$ cat src/rtl/axi_master_if.sv
// rtl/axi_master_if.sv - AXI4 bus bundle shared by initiator and target
//
// Purpose: one AXI4 link, split into per-channel modports so a block can take
// only the channels it actually drives or consumes.
// Parameters: ADDR_WIDTH, DATA_WIDTH, ID_WIDTH
// Modports:
//   aw_master/w_master/ar_master : drive address/data payload + valid, read ready
//   b_master/r_master            : read response payload + valid, drive ready
//   *_slave                      : mirror images of the above

interface axi4_if #(
    parameter int ADDR_WIDTH = 32,
    parameter int DATA_WIDTH = 32,
    parameter int ID_WIDTH   = 4
);
    // write address
    logic [ID_WIDTH-1:0]     awid;
    logic [ADDR_WIDTH-1:0]   awaddr;
    logic [7:0]              awlen;
    logic [2:0]              awsize;
    logic [1:0]              awburst;
    logic                    awlock;
    logic [3:0]              awcache;
    logic [2:0]              awprot;
    logic                    awvalid;
    logic                    awready;
    // write data
    logic [DATA_WIDTH-1:0]   wdata;
    logic [DATA_WIDTH/8-1:0] wstrb;
    logic                    wlast;
    logic                    wvalid;
    logic                    wready;
    // write response
    logic [ID_WIDTH-1:0]     bid;
    logic [1:0]              bresp;
    logic                    bvalid;
    logic                    bready;
    // read address
    logic [ID_WIDTH-1:0]     arid;
    logic [ADDR_WIDTH-1:0]   araddr;
    logic [7:0]              arlen;
    logic [2:0]              arsize;
    logic [1:0]              arburst;
    logic                    arlock;
    logic [3:0]              arcache;
    logic [2:0]              arprot;
    logic                    arvalid;
    logic                    arready;
    // read data
    logic [ID_WIDTH-1:0]     rid;
    logic [DATA_WIDTH-1:0]   rdata;
    logic [1:0]              rresp;
    logic                    rlast;
    logic                    rvalid;
    logic                    rready;

    modport aw_master (output awid, awaddr, awlen, awsize, awburst, awlock, awcache, awprot, awvalid,
                       input  awready);
    modport w_master  (output wdata, wstrb, wlast, wvalid, input wready);
    modport b_master  (input  bid, bresp, bvalid, output bready);
    modport ar_master (output arid, araddr, arlen, arsize, arburst, arlock, arcache, arprot, arvalid,
                       input  arready);
    modport r_master  (input  rid, rdata, rresp, rlast, rvalid, output rready);

    modport aw_slave  (input  awid, awaddr, awlen, awsize, awburst, awlock, awcache, awprot, awvalid,
                       output awready);
    modport w_slave   (input  wdata, wstrb, wlast, wvalid, output wready);
    modport b_slave   (output bid, bresp, bvalid, input bready);
    modport ar_slave  (input  arid, araddr, arlen, arsize, arburst, arlock, arcache, arprot, arvalid,
                       output arready);
    modport r_slave   (output rid, rdata, rresp, rlast, rvalid, input rready);
endinterface

$ cat src/rtl/axi_master.sv
// rtl/axi_master.sv - single-outstanding AXI4 INCR-burst initiator
//
// Purpose: turns a command stream (write/addr/len/id) plus a write-data stream
// into one AXI4 transaction at a time, passes read beats straight through and
// returns one completion per transaction on the response stream.
// Ports:
//   clk, reset            : clock, asynchronous active-low reset
//   cmd_*                 : command stream (valid/ready, write, addr, len, id)
//   wd_*                  : write-data beats in (valid/ready, data)
//   rd_*                  : read-data beats out (valid/ready, data, last)
//   rsp_*                 : completion out (valid/ready, write, resp, id)
//   aw_1/w_1/b_1/ar_1/r_1 : AXI4 channels, initiator side

module axi_master #(
    parameter int ADDR_WIDTH = 32,
    parameter int DATA_WIDTH = 32,
    parameter int ID_WIDTH   = 4
) (
    input  logic                  clk,
    input  logic                  reset,
    input  logic                  cmd_valid,
    output logic                  cmd_ready,
    input  logic                  cmd_write,
    input  logic [ADDR_WIDTH-1:0] cmd_addr,
    input  logic [7:0]            cmd_len,
    input  logic [ID_WIDTH-1:0]   cmd_id,
    input  logic                  wd_valid,
    output logic                  wd_ready,
    input  logic [DATA_WIDTH-1:0] wd_data,
    output logic                  rd_valid,
    input  logic                  rd_ready,
    output logic [DATA_WIDTH-1:0] rd_data,
    output logic                  rd_last,
    output logic                  rsp_valid,
    input  logic                  rsp_ready,
    output logic                  rsp_write,
    output logic [1:0]            rsp_resp,
    output logic [ID_WIDTH-1:0]   rsp_id,
    axi4_if.aw_master             aw_1,
    axi4_if.w_master              w_1,
    axi4_if.b_master              b_1,
    axi4_if.ar_master             ar_1,
    axi4_if.r_master              r_1
);
    localparam logic [2:0] AXSIZE     = 3'($clog2(DATA_WIDTH / 8));
    localparam logic [1:0] BURST_INCR = 2'b01;
    localparam logic [1:0] RESP_OKAY  = 2'b00;

    typedef enum logic [2:0] {IDLE, AW, W, B, AR, R, RSP} state_t;

    state_t                state, next_state;
    logic                  write_q;
    logic [ADDR_WIDTH-1:0] addr_q;
    logic [7:0]            len_q;
    logic [ID_WIDTH-1:0]   id_q;
    logic [7:0]            beat_cnt;
    logic [1:0]            resp_q;
    logic                  awvalid_q;
    logic                  arvalid_q;
    logic                  rsp_valid_q;

    logic                  cmd_hs;
    logic                  w_hs;
    logic                  r_hs;
    logic                  wlast_c;

    assign cmd_hs  = (state == IDLE) && cmd_valid;
    assign w_hs    = (state == W) && wd_valid && w_1.wready;
    assign r_hs    = (state == R) && r_1.rvalid && rd_ready;
    assign wlast_c = (beat_cnt == len_q);

    // Address channels: payload comes straight from the latched command, so it
    // is stable for as long as the registered valid is held.
    assign aw_1.awvalid = awvalid_q;
    assign aw_1.awid    = id_q;
    assign aw_1.awaddr  = addr_q;
    assign aw_1.awlen   = len_q;
    assign aw_1.awsize  = AXSIZE;
    assign aw_1.awburst = BURST_INCR;
    assign aw_1.awlock  = 1'b0;
    assign aw_1.awcache = 4'd0;
    assign aw_1.awprot  = 3'd0;

    assign ar_1.arvalid = arvalid_q;
    assign ar_1.arid    = id_q;
    assign ar_1.araddr  = addr_q;
    assign ar_1.arlen   = len_q;
    assign ar_1.arsize  = AXSIZE;
    assign ar_1.arburst = BURST_INCR;
    assign ar_1.arlock  = 1'b0;
    assign ar_1.arcache = 4'd0;
    assign ar_1.arprot  = 3'd0;

    assign w_1.wdata = wd_data;
    assign w_1.wstrb = '1;
    assign w_1.wlast = wlast_c;

    assign rd_data = r_1.rdata;
    assign rd_last = r_1.rlast;

    assign rsp_valid = rsp_valid_q;
    assign rsp_write = write_q;
    assign rsp_resp  = resp_q;
    assign rsp_id    = id_q;

    always_ff @(posedge clk or negedge reset) begin
        if (!reset) begin
            state       <= IDLE;
            write_q     <= 1'b0;
            addr_q      <= '0;
            len_q       <= '0;
            id_q        <= '0;
            beat_cnt    <= '0;
            resp_q      <= RESP_OKAY;
            awvalid_q   <= 1'b0;
            arvalid_q   <= 1'b0;
            rsp_valid_q <= 1'b0;
        end else begin
            state <= next_state;
            case (state)
                IDLE: begin
                    if (cmd_hs) begin
                        write_q   <= cmd_write;
                        addr_q    <= cmd_addr;
                        len_q     <= cmd_len;
                        id_q      <= cmd_id;
                        beat_cnt  <= '0;
                        resp_q    <= RESP_OKAY;
                        awvalid_q <= cmd_write;
                        arvalid_q <= !cmd_write;
                    end
                end
                AW: begin
                    if (aw_1.awready) awvalid_q <= 1'b0;
                end
                W: begin
                    if (w_hs) beat_cnt <= beat_cnt + 8'd1;
                end
                B: begin
                    if (b_1.bvalid) begin
                        resp_q      <= b_1.bresp;
                        rsp_valid_q <= 1'b1;
                    end
                end
                AR: begin
                    if (ar_1.arready) arvalid_q <= 1'b0;
                end
                R: begin
                    if (r_hs) begin
                        // Sticky: once an error is seen, later beats cannot mask it.
                        if (resp_q == RESP_OKAY) resp_q <= r_1.rresp;
                        if (r_1.rlast) rsp_valid_q <= 1'b1;
                    end
                end
                RSP: begin
                    if (rsp_ready) rsp_valid_q <= 1'b0;
                end
                default: ;
            endcase
        end
    end

    always_comb begin
        next_state   = state;
        cmd_ready    = 1'b0;
        wd_ready     = 1'b0;
        w_1.wvalid   = 1'b0;
        b_1.bready   = 1'b0;
        r_1.rready   = 1'b0;
        rd_valid     = 1'b0;
        case (state)
            IDLE: begin
                cmd_ready = 1'b1;
                if (cmd_valid) next_state = cmd_write ? AW : AR;
            end
            AW: begin
                if (aw_1.awready) next_state = W;
            end
            W: begin
                // Only reachable after the AW handshake, so W can never lead AW.
                w_1.wvalid = wd_valid;
                wd_ready   = w_1.wready;
                if (w_hs && wlast_c) next_state = B;
            end
            B: begin
                b_1.bready = 1'b1;
                if (b_1.bvalid) next_state = RSP;
            end
            AR: begin
                if (ar_1.arready) next_state = R;
            end
            R: begin
                r_1.rready = rd_ready;
                rd_valid   = r_1.rvalid;
                if (r_hs && r_1.rlast) next_state = RSP;
            end
            RSP: begin
                if (rsp_ready) next_state = IDLE;
            end
            default: next_state = IDLE;
        endcase
    end
endmodule

$ cat src/flat_wrapper.sv
// flat-port wrapper written by rule: the top's interface ports become plain ports
module axi_master_flat 
#(
    parameter int ADDR_WIDTH = 32,
    parameter int DATA_WIDTH = 32,
    parameter int ID_WIDTH   = 4
)
  (clk, reset, cmd_valid, cmd_ready, cmd_write, cmd_addr, cmd_len, cmd_id, wd_valid, wd_ready, wd_data, rd_valid, rd_ready, rd_data, rd_last, rsp_valid, rsp_ready, rsp_write, rsp_resp, rsp_id, aw_1_awid, aw_1_awaddr, aw_1_awlen, aw_1_awsize, aw_1_awburst, aw_1_awlock, aw_1_awcache, aw_1_awprot, aw_1_awvalid, aw_1_awready, w_1_wdata, w_1_wstrb, w_1_wlast, w_1_wvalid, w_1_wready, b_1_bid, b_1_bresp, b_1_bvalid, b_1_bready, ar_1_arid, ar_1_araddr, ar_1_arlen, ar_1_arsize, ar_1_arburst, ar_1_arlock, ar_1_arcache, ar_1_arprot, ar_1_arvalid, ar_1_arready, r_1_rid, r_1_rdata, r_1_rresp, r_1_rlast, r_1_rvalid, r_1_rready);
  axi4_if #(.ADDR_WIDTH(ADDR_WIDTH), .DATA_WIDTH(DATA_WIDTH), .ID_WIDTH(ID_WIDTH)) aw_1_i ();
  axi4_if #(.ADDR_WIDTH(ADDR_WIDTH), .DATA_WIDTH(DATA_WIDTH), .ID_WIDTH(ID_WIDTH)) w_1_i ();
  axi4_if #(.ADDR_WIDTH(ADDR_WIDTH), .DATA_WIDTH(DATA_WIDTH), .ID_WIDTH(ID_WIDTH)) b_1_i ();
  axi4_if #(.ADDR_WIDTH(ADDR_WIDTH), .DATA_WIDTH(DATA_WIDTH), .ID_WIDTH(ID_WIDTH)) ar_1_i ();
  axi4_if #(.ADDR_WIDTH(ADDR_WIDTH), .DATA_WIDTH(DATA_WIDTH), .ID_WIDTH(ID_WIDTH)) r_1_i ();
  input  logic clk;
  input  logic reset;
  input  logic cmd_valid;
  output logic cmd_ready;
  input  logic cmd_write;
  input  logic [ADDR_WIDTH-1:0] cmd_addr;
  input  logic [7:0] cmd_len;
  input  logic [ID_WIDTH-1:0] cmd_id;
  input  logic wd_valid;
  output logic wd_ready;
  input  logic [DATA_WIDTH-1:0] wd_data;
  output logic rd_valid;
  input  logic rd_ready;
  output logic [DATA_WIDTH-1:0] rd_data;
  output logic rd_last;
  output logic rsp_valid;
  input  logic rsp_ready;
  output logic rsp_write;
  output logic [1:0] rsp_resp;
  output logic [ID_WIDTH-1:0] rsp_id;
  output wire logic [$bits(aw_1_i.awid)-1:0] aw_1_awid;
  output wire logic [$bits(aw_1_i.awaddr)-1:0] aw_1_awaddr;
  output wire logic [$bits(aw_1_i.awlen)-1:0] aw_1_awlen;
  output wire logic [$bits(aw_1_i.awsize)-1:0] aw_1_awsize;
  output wire logic [$bits(aw_1_i.awburst)-1:0] aw_1_awburst;
  output wire logic [$bits(aw_1_i.awlock)-1:0] aw_1_awlock;
  output wire logic [$bits(aw_1_i.awcache)-1:0] aw_1_awcache;
  output wire logic [$bits(aw_1_i.awprot)-1:0] aw_1_awprot;
  output wire logic [$bits(aw_1_i.awvalid)-1:0] aw_1_awvalid;
  input wire logic [$bits(aw_1_i.awready)-1:0] aw_1_awready;
  output wire logic [$bits(w_1_i.wdata)-1:0] w_1_wdata;
  output wire logic [$bits(w_1_i.wstrb)-1:0] w_1_wstrb;
  output wire logic [$bits(w_1_i.wlast)-1:0] w_1_wlast;
  output wire logic [$bits(w_1_i.wvalid)-1:0] w_1_wvalid;
  input wire logic [$bits(w_1_i.wready)-1:0] w_1_wready;
  input wire logic [$bits(b_1_i.bid)-1:0] b_1_bid;
  input wire logic [$bits(b_1_i.bresp)-1:0] b_1_bresp;
  input wire logic [$bits(b_1_i.bvalid)-1:0] b_1_bvalid;
  output wire logic [$bits(b_1_i.bready)-1:0] b_1_bready;
  output wire logic [$bits(ar_1_i.arid)-1:0] ar_1_arid;
  output wire logic [$bits(ar_1_i.araddr)-1:0] ar_1_araddr;
  output wire logic [$bits(ar_1_i.arlen)-1:0] ar_1_arlen;
  output wire logic [$bits(ar_1_i.arsize)-1:0] ar_1_arsize;
  output wire logic [$bits(ar_1_i.arburst)-1:0] ar_1_arburst;
  output wire logic [$bits(ar_1_i.arlock)-1:0] ar_1_arlock;
  output wire logic [$bits(ar_1_i.arcache)-1:0] ar_1_arcache;
  output wire logic [$bits(ar_1_i.arprot)-1:0] ar_1_arprot;
  output wire logic [$bits(ar_1_i.arvalid)-1:0] ar_1_arvalid;
  input wire logic [$bits(ar_1_i.arready)-1:0] ar_1_arready;
  input wire logic [$bits(r_1_i.rid)-1:0] r_1_rid;
  input wire logic [$bits(r_1_i.rdata)-1:0] r_1_rdata;
  input wire logic [$bits(r_1_i.rresp)-1:0] r_1_rresp;
  input wire logic [$bits(r_1_i.rlast)-1:0] r_1_rlast;
  input wire logic [$bits(r_1_i.rvalid)-1:0] r_1_rvalid;
  output wire logic [$bits(r_1_i.rready)-1:0] r_1_rready;
  assign aw_1_awid = aw_1_i.awid;
  assign aw_1_awaddr = aw_1_i.awaddr;
  assign aw_1_awlen = aw_1_i.awlen;
  assign aw_1_awsize = aw_1_i.awsize;
  assign aw_1_awburst = aw_1_i.awburst;
  assign aw_1_awlock = aw_1_i.awlock;
  assign aw_1_awcache = aw_1_i.awcache;
  assign aw_1_awprot = aw_1_i.awprot;
  assign aw_1_awvalid = aw_1_i.awvalid;
  assign aw_1_i.awready = aw_1_awready;
  assign w_1_wdata = w_1_i.wdata;
  assign w_1_wstrb = w_1_i.wstrb;
  assign w_1_wlast = w_1_i.wlast;
  assign w_1_wvalid = w_1_i.wvalid;
  assign w_1_i.wready = w_1_wready;
  assign b_1_i.bid = b_1_bid;
  assign b_1_i.bresp = b_1_bresp;
  assign b_1_i.bvalid = b_1_bvalid;
  assign b_1_bready = b_1_i.bready;
  assign ar_1_arid = ar_1_i.arid;
  assign ar_1_araddr = ar_1_i.araddr;
  assign ar_1_arlen = ar_1_i.arlen;
  assign ar_1_arsize = ar_1_i.arsize;
  assign ar_1_arburst = ar_1_i.arburst;
  assign ar_1_arlock = ar_1_i.arlock;
  assign ar_1_arcache = ar_1_i.arcache;
  assign ar_1_arprot = ar_1_i.arprot;
  assign ar_1_arvalid = ar_1_i.arvalid;
  assign ar_1_i.arready = ar_1_arready;
  assign r_1_i.rid = r_1_rid;
  assign r_1_i.rdata = r_1_rdata;
  assign r_1_i.rresp = r_1_rresp;
  assign r_1_i.rlast = r_1_rlast;
  assign r_1_i.rvalid = r_1_rvalid;
  assign r_1_rready = r_1_i.rready;
  axi_master #(.ADDR_WIDTH(ADDR_WIDTH), .DATA_WIDTH(DATA_WIDTH), .ID_WIDTH(ID_WIDTH)) u_core (.clk(clk), .reset(reset), .cmd_valid(cmd_valid), .cmd_ready(cmd_ready), .cmd_write(cmd_write), .cmd_addr(cmd_addr), .cmd_len(cmd_len), .cmd_id(cmd_id), .wd_valid(wd_valid), .wd_ready(wd_ready), .wd_data(wd_data), .rd_valid(rd_valid), .rd_ready(rd_ready), .rd_data(rd_data), .rd_last(rd_last), .rsp_valid(rsp_valid), .rsp_ready(rsp_ready), .rsp_write(rsp_write), .rsp_resp(rsp_resp), .rsp_id(rsp_id), .aw_1(aw_1_i), .w_1(w_1_i), .b_1(b_1_i), .ar_1(ar_1_i), .r_1(r_1_i));
endmodule
$ cat config.mk
export PLATFORM = sky130hd
export DESIGN_NAME = axi_master_flat
export DESIGN_NICKNAME = d
export VERILOG_FILES = /design/src/rtl/axi_master_if.sv /design/src/rtl/axi_master.sv /design/src/flat_wrapper.sv
export SDC_FILE = /design/constraint.sdc
export NUM_CORES = 1
export LEC_CHECK = 0
export CELL_PAD_IN_SITES_DETAIL_PLACEMENT = 1
export CELL_PAD_IN_SITES_GLOBAL_PLACEMENT = 2
export CORE_AREA = 5 5 152 154
export DETAILED_ROUTE_END_ITERATION = 8
export DIE_AREA = 0 0 157 159
export GPL_TIMING_DRIVEN = 0
export MAX_ROUTING_LAYER = met4
export PLACE_DENSITY_LB_ADDON = 0.1
export SLEW_MARGIN = 10
export SYNTH_ARGS = -nofsm -noshare
export SYNTH_HDL_FRONTEND = slang
export SYNTH_SLANG_ARGS = --single-unit
$ cat constraint.sdc
create_clock -name clk -period 2.9 [get_ports clk]
set_input_delay 0.435 -clock clk [delete_from_list [all_inputs] [get_ports clk]]
set_output_delay 0.435 -clock clk [all_outputs]
set_load 0.01 [all_outputs]
### Word level (Yosys, flattened, before mapping)

Index checks and enable logic that the tools add are counted.

| storage, ports and cells | value |
|---|---|
| output and inout bits | 200 |
| bits in registers | 61 |
| word-level logic and storage cells | 86 |
| input port bits | 133 |

| cells by class | value |
|---|---|
| muxes and demuxes | 34 |
| equal/unequal tests | 19 |
| add/sub/neg operators | 1 |
| reduce and logical (&&, ||, !) cells | 22 |

Operators by type and width:

| operator | number |
|---|---|
| $mux 3 | 8 |
| $pmux 3 s7 | 1 |
| $ne 2x2->1 const B | 9 |
| $mux 8 | 2 |
| $pmux 8 s2 | 1 |
| $mux 1 | 14 |
| $reduce_and 5->1 | 2 |
| $eq 3x3->1 const B | 3 |
| $reduce_and 3->1 | 3 |
| $add 8x1->8 const B | 1 |
| $eq 8x8->1 | 1 |
| $mux 2 | 4 |
| $logic_and 1x1->1 | 7 |
| $reduce_and 7->1 | 1 |
| $eq 3x2->1 const B | 2 |
| $ne 2x1->1 const B | 3 |
| $pmux 2 s3 | 1 |
| $reduce_bool 2->1 | 3 |
| $reduce_bool 3->1 | 2 |
| $pmux 1 s2 | 2 |
| $eq 3x1->1 const B | 1 |
| $logic_not 3->1 | 1 |
| $pmux 1 s3 | 1 |
| $logic_not 2->1 | 1 |
| other kinds (2) | 2 |

### Logic depth before layout (Yosys ltp)

| logic depth | value |
|---|---|
| word-level depth | 6 |
| gate-level depth with buffers | 6 |

### Least setup slack after synthesis

OpenSTA, ideal clock, no wires.

| timing path | value |
|---|---|
| kind | in2reg |
| from | in cmd_valid |
| to | reg u_core.resp_q[0] (netlist: u_core.rsp_resp[0]) |
| arrival | 1450 ps |
| stages | 5 |
| buffers on the path | 1 |
| setup time | 125 ps |
| path slack | 1325 ps |
| path through | nor2b_2 and2_1 buf_6 a221oi_2 mux2_2 |

| on the way | value |
|---|---|
| longest elaborated chain between the ends | 3 |

Ends and longest elaborated chain:

| what | line | RTL |
|---|---|---|
| start: declaration | flat_wrapper.sv:16 | `input logic cmd_valid;` |
| $logic_and 1x1->1 | axi_master.sv:67 | `assign cmd_hs = (state == IDLE) && cmd_valid;` |
| $ne 2x1->1 (no line) | n/a |  |
| $reduce_and 5->1 (no line) | n/a |  |
| end signal: assignment | axi_master.sv:141 | `resp_q <= b_1.bresp;` |
| end signal: assignment | axi_master.sv:151 | `if (resp_q == RESP_OKAY) resp_q <= r_1.rresp;` |
| end: declaration | axi_master.sv:57 | `logic [1:0] resp_q;` |

No other way between the ends.
A chain may end at the register's enable or synchronous reset.

### Final worst setup path

| timing path | value |
|---|---|
| from | reg u_core.state[1] |
| to | out b_1_bready |

| on the way | value |
|---|---|
| longest elaborated chain between the ends | 2 |

Ends and longest elaborated chain:

| what | line | RTL |
|---|---|---|
| start: declaration | axi_master.sv:51 | `state_t state, next_state;` |
| start signal: assignment | axi_master.sv:119 | `state <= next_state;` |
| $eq 3x2->1 | axi_master.sv:171 | `case (state)` |
| $mux 1 | axi_master.sv:171 |  |
| end: declaration | flat_wrapper.sv:52 | `output wire logic [$bits(b_1_i.bready)-1:0] b_1_bready;` |

No other way between the ends.

==> flow_results.org <==
** Route
- Aggregate routed wire length :: approximately 14000 um
- After detailed routing, the number of remaining DRC violations is 0.
- The final route contains roughly 3300 vias.
- The count of nets left with antenna violations once routing finished came out at 0.
- Using the TritonRoute via totals, the vias-per-cell ratio works out to between 3 and 4.
- Before antenna repair, the detailed router went through 3 iterations.
- Initial DRC Count :: 75
- Routed len/inst :: 15.17 um

** Synth
- Post-synthesis register bit count :: between 60 and 70
- A synthesized cell averages between 10 and 15 um^2.
- Syn. warnings :: 0
- For this run, the register share of the synthesized area comes to 0.3991.
- Largest area contributor in the synthesized netlist :: sky130_fd_sc_hd__dfrtp_1
- Cells after synthesis :: around 350
- Main synth FF type :: sky130_fd_sc_hd__dfrtp_1
- Distinct cell type count of the synthesized netlist :: 42
- Share of Yosys cell area claimed by the top area cell type :: 0.3991
- In this run the cell area of the synthesized design comes to 3825 um^2.
- Async set or reset register ratio after synthesis :: 1.000
- In this run, synthesis inferred 0 flip-flops with an integrated enable.
- Largest cells by area after synthesis :: sky130_fd_sc_hd__dfrtp_1, sky130_fd_sc_hd__buf_4, sky130_fd_sc_hd__mux2_2

** Global route
- The number of antenna violations at the first check in global routing is 0.
- Wire length of the first global-routing pass :: 20440 um
- The via count of the first global-routing pass came to 3566.
- Maximum number of pins on one net before global-route repair :: 37
- The total overflow left after global routing is 0.
- In the global route stage, overall resource usage came out at 0.1083.

** Job
- Max-cap check violation count :: 0

** Timing
- Static timing analysis puts the maximum clock frequency at between 400 and 500 MHz.
- Post-Route Skew :: around 0.007 ns
- Setup repair after global routing left no endpoint under its margin.
- Hold timing on the final database bottoms out at a slack of roughly 0.024 ns.
- Final count of negative-setup-slack endpoints :: 0
- Minimum period implied by the final worst setup slack :: about 2.4 ns
- Rel. slew slack :: 0.6319
- For the pin with the worst max-slew slack, the measured transition is roughly 0.55 ns.
- Number of max-slew violations in the final report :: 0
- The hold violation total from the final report came to 0.
- Post-route fraction of the period consumed by the critical path :: 0.8357
- In the final timing run, aggregate negative setup slack is 0 ns.

** Run status
- The flow ran to the end, and the final reports show no timing, DRC or antenna violations.

** Place
- The congestion estimate from routability-driven global placement came to about 0.77.
- Detailed placement finished with a half-perimeter wire length of around 12000 um.
- Port buffer count :: 230

** Critical path
- The worst setup path is of the reg2out kind.
- Of all nets on the critical path, the largest fanout is 7.
- Slowest CP cell :: sky130_fd_sc_hd__clkdlybuf4s50_1
- STA puts the critical path data arrival time at between 1.5 and 2 ns.
- STA puts the critical path data required time at approximately 2.5 ns.
- For this run, the slowest stage of the critical path takes between 0.6 and 0.7 ns.
- FF-to-FF path depth :: 5
- Crit path capture type :: output pin
- Critical path startpoint category :: register
- Crit path cell chain :: inv_1 > nor3_2 > clkdlybuf4s50_1

** Clock tree
- # clock sinks :: between 60 and 70
- In this run the deepest clock path goes through 2 buffers.
- H-tree depth reported by CTS :: 3
- The number of setup buffers added after CTS is 0.
- TritonCTS built the clock tree.
- Resized cells post-CTS :: 0
- The tree is rooted in a sky130_fd_sc_hd__clkbuf_16.
- TritonCTS buffer count :: 9
- Clock-pin slew was measured on the worst setup and hold paths at around 0.06 ns.
- For this design, the CTS-stage hold fixing added 0 buffers.
- Clock latency reported for the late side of the worst-skew pair :: about 0.33 ns

** Cells and area
- Most frequent standard cell in the layout excluding fill and tap cells :: sky130_fd_sc_hd__clkdlybuf4s50_1
- Diode count :: 0
- Utilization after layout :: 0.3224
- Area added between synthesis and finish :: 81.68%
- Layout Nets :: ~760
- Filler Cell Count :: 2444
- Leading cell types in the layout, fill and taps excluded :: sky130_fd_sc_hd__clkdlybuf4s50_1, sky130_fd_sc_hd__buf_4, sky130_fd_sc_hd__dfrtp_1
- Of the cells placed in the final design, the portion with a size suffix greater than 1 is 0.3551.

** Power and ir drop
- Cell internal power was estimated by the tool at 0.004453 W.
- IR analysis of the VDD net gives a maximum drop of approximately 0.36 mV.
- Leakage :: between 3 and 4 nW
- Of the total power, the clock network draws 0.192.
- Power comes to between 0.006 and 0.007 W.
- In this run the power density over the cells is about 940 nW/um^2.
- Net switching power of the design :: around 0.0021 W
- The share of total power dissipated in combinational logic is 0.556.
- Of the total power, registers draw 0.252.
- Switching share of total power :: 0.3199

** Floorplan
- Starting density of the core :: 0.1775
- After floorplanning, the core was divided into 54 placement rows.
- The die is approximately 160 um wide.
- Pin placement for this block handled 333 I/O pins.
- Core box area :: between 20000 and 25000 um^2
- The die covers between 20000 and 25000 um^2.
- Measured along the y axis, the die boundary spans roughly 160 um.

** Worst hold path
- Hold/Removal Path Class :: in2async
cells in the mapped netlist (all sizes together), types with 4 or more instances:
| cell type | instances |
|---|---|
| a21oi | 4 |
| and2 | 4 |
| and3 | 5 |
| buf | 151 |
| dfrtp | 61 |
| mux2 | 49 |
| nand2 | 9 |
| nor2 | 11 |
| o211ai | 5 |
| o21ai | 4 |
| xnor2 | 8 |
| xor2 | 4 |
layout make-up:
type	count	area (um^2)	area share
tap	280	350.3	0.05041
buffer	152	1142	0.1644
clock buffer	10	239.0	0.03439
timing repair buffer	231	2320	0.3338
sequential	61	1526	0.2197
multi-input combinational	165	1250	0.1799
clock inverter	6	110.1	0.01584
inverter	3	11.26	0.001620
worst max-delay path, delay by kind of cell, from the launching register on:
family                 cells  cell delay [ns]
buffers and inverters      2             0.78
DFF                        1             0.46
and+or+nand+nor            1             0.42
routing by layer:
metal	track usage	wire, um
met5	-	0
met3	0.02338	1155
met4	0.03550	180
met2	0.1911	7048
met1	0.1205	5386
power by group through the flow:
stage | logic [W] | clock network (W) | registers [W]
floorplan | 0.00163 | 0 | 0.00173
global placement | 0.00368 | 0 | 0.00167
detailed placement | 0.00371 | 0 | 0.00169
CTS | 0.00372 | 0.00132 | 0.00168
global route | 0.00389 | 0.00135 | 0.00173
finish | 0.00364 | 0.00126 | 0.00165
stage by stage:
stage	worst slack [ns]	cell area (um^2)	std cells
2_1_floorplan	1.325	3930	381
3_3_place_gp	-0.9449	6583	891
3_5_place_dp	0.4698	6600	892
4_1_cts	0.4104	6949	908
5_1_grt	0.2917	6949	908
6_report	0.4764	6949	908
flip-flops by register name, indices dropped and copies added, names as in the netlist:
| signal | flops |
|---|---|
| u_core.ar_1.araddr | 32 |
| u_core.ar_1.arlen | 8 |
| u_core.beat_cnt | 8 |
| u_core.ar_1.arid | 4 |
| u_core.state | 3 |
| u_core.rsp_resp | 2 |
| u_core.ar_1.arvalid | 1 |
| u_core.aw_1.awvalid | 1 |
| u_core.rsp_valid | 1 |
| u_core.rsp_write | 1 |
final timing paths:
path	from	to	slack [ns]
worst min-delay path	reset	u_core.ar_1.araddr[26]	0.02
max in group asynchronous	reset	u_core.ar_1.araddr[1]	2.34
worst min register to register	u_core.aw_1.awvalid	u_core.aw_1.awvalid	0.52
worst max-delay path	u_core.state[1]	b_1_bready	0.48
worst max register to register	u_core.state[2]	u_core.ar_1.araddr[10]	1.10
min in group clk	u_core.aw_1.awvalid	u_core.aw_1.awvalid	0.52
kinds of logic after synthesis:
logic type,Yosys count,synth area share
buf+inv,155,0.3016
flops,61,0.3991
mux,49,0.1443
simple gates,46,0.06968
compound gates,27,0.05267
xor+xnor,12,0.02748
other cells,2,0.001963
fa+ha+maj,1,0.003271
(Power assumes the default switching activity.)
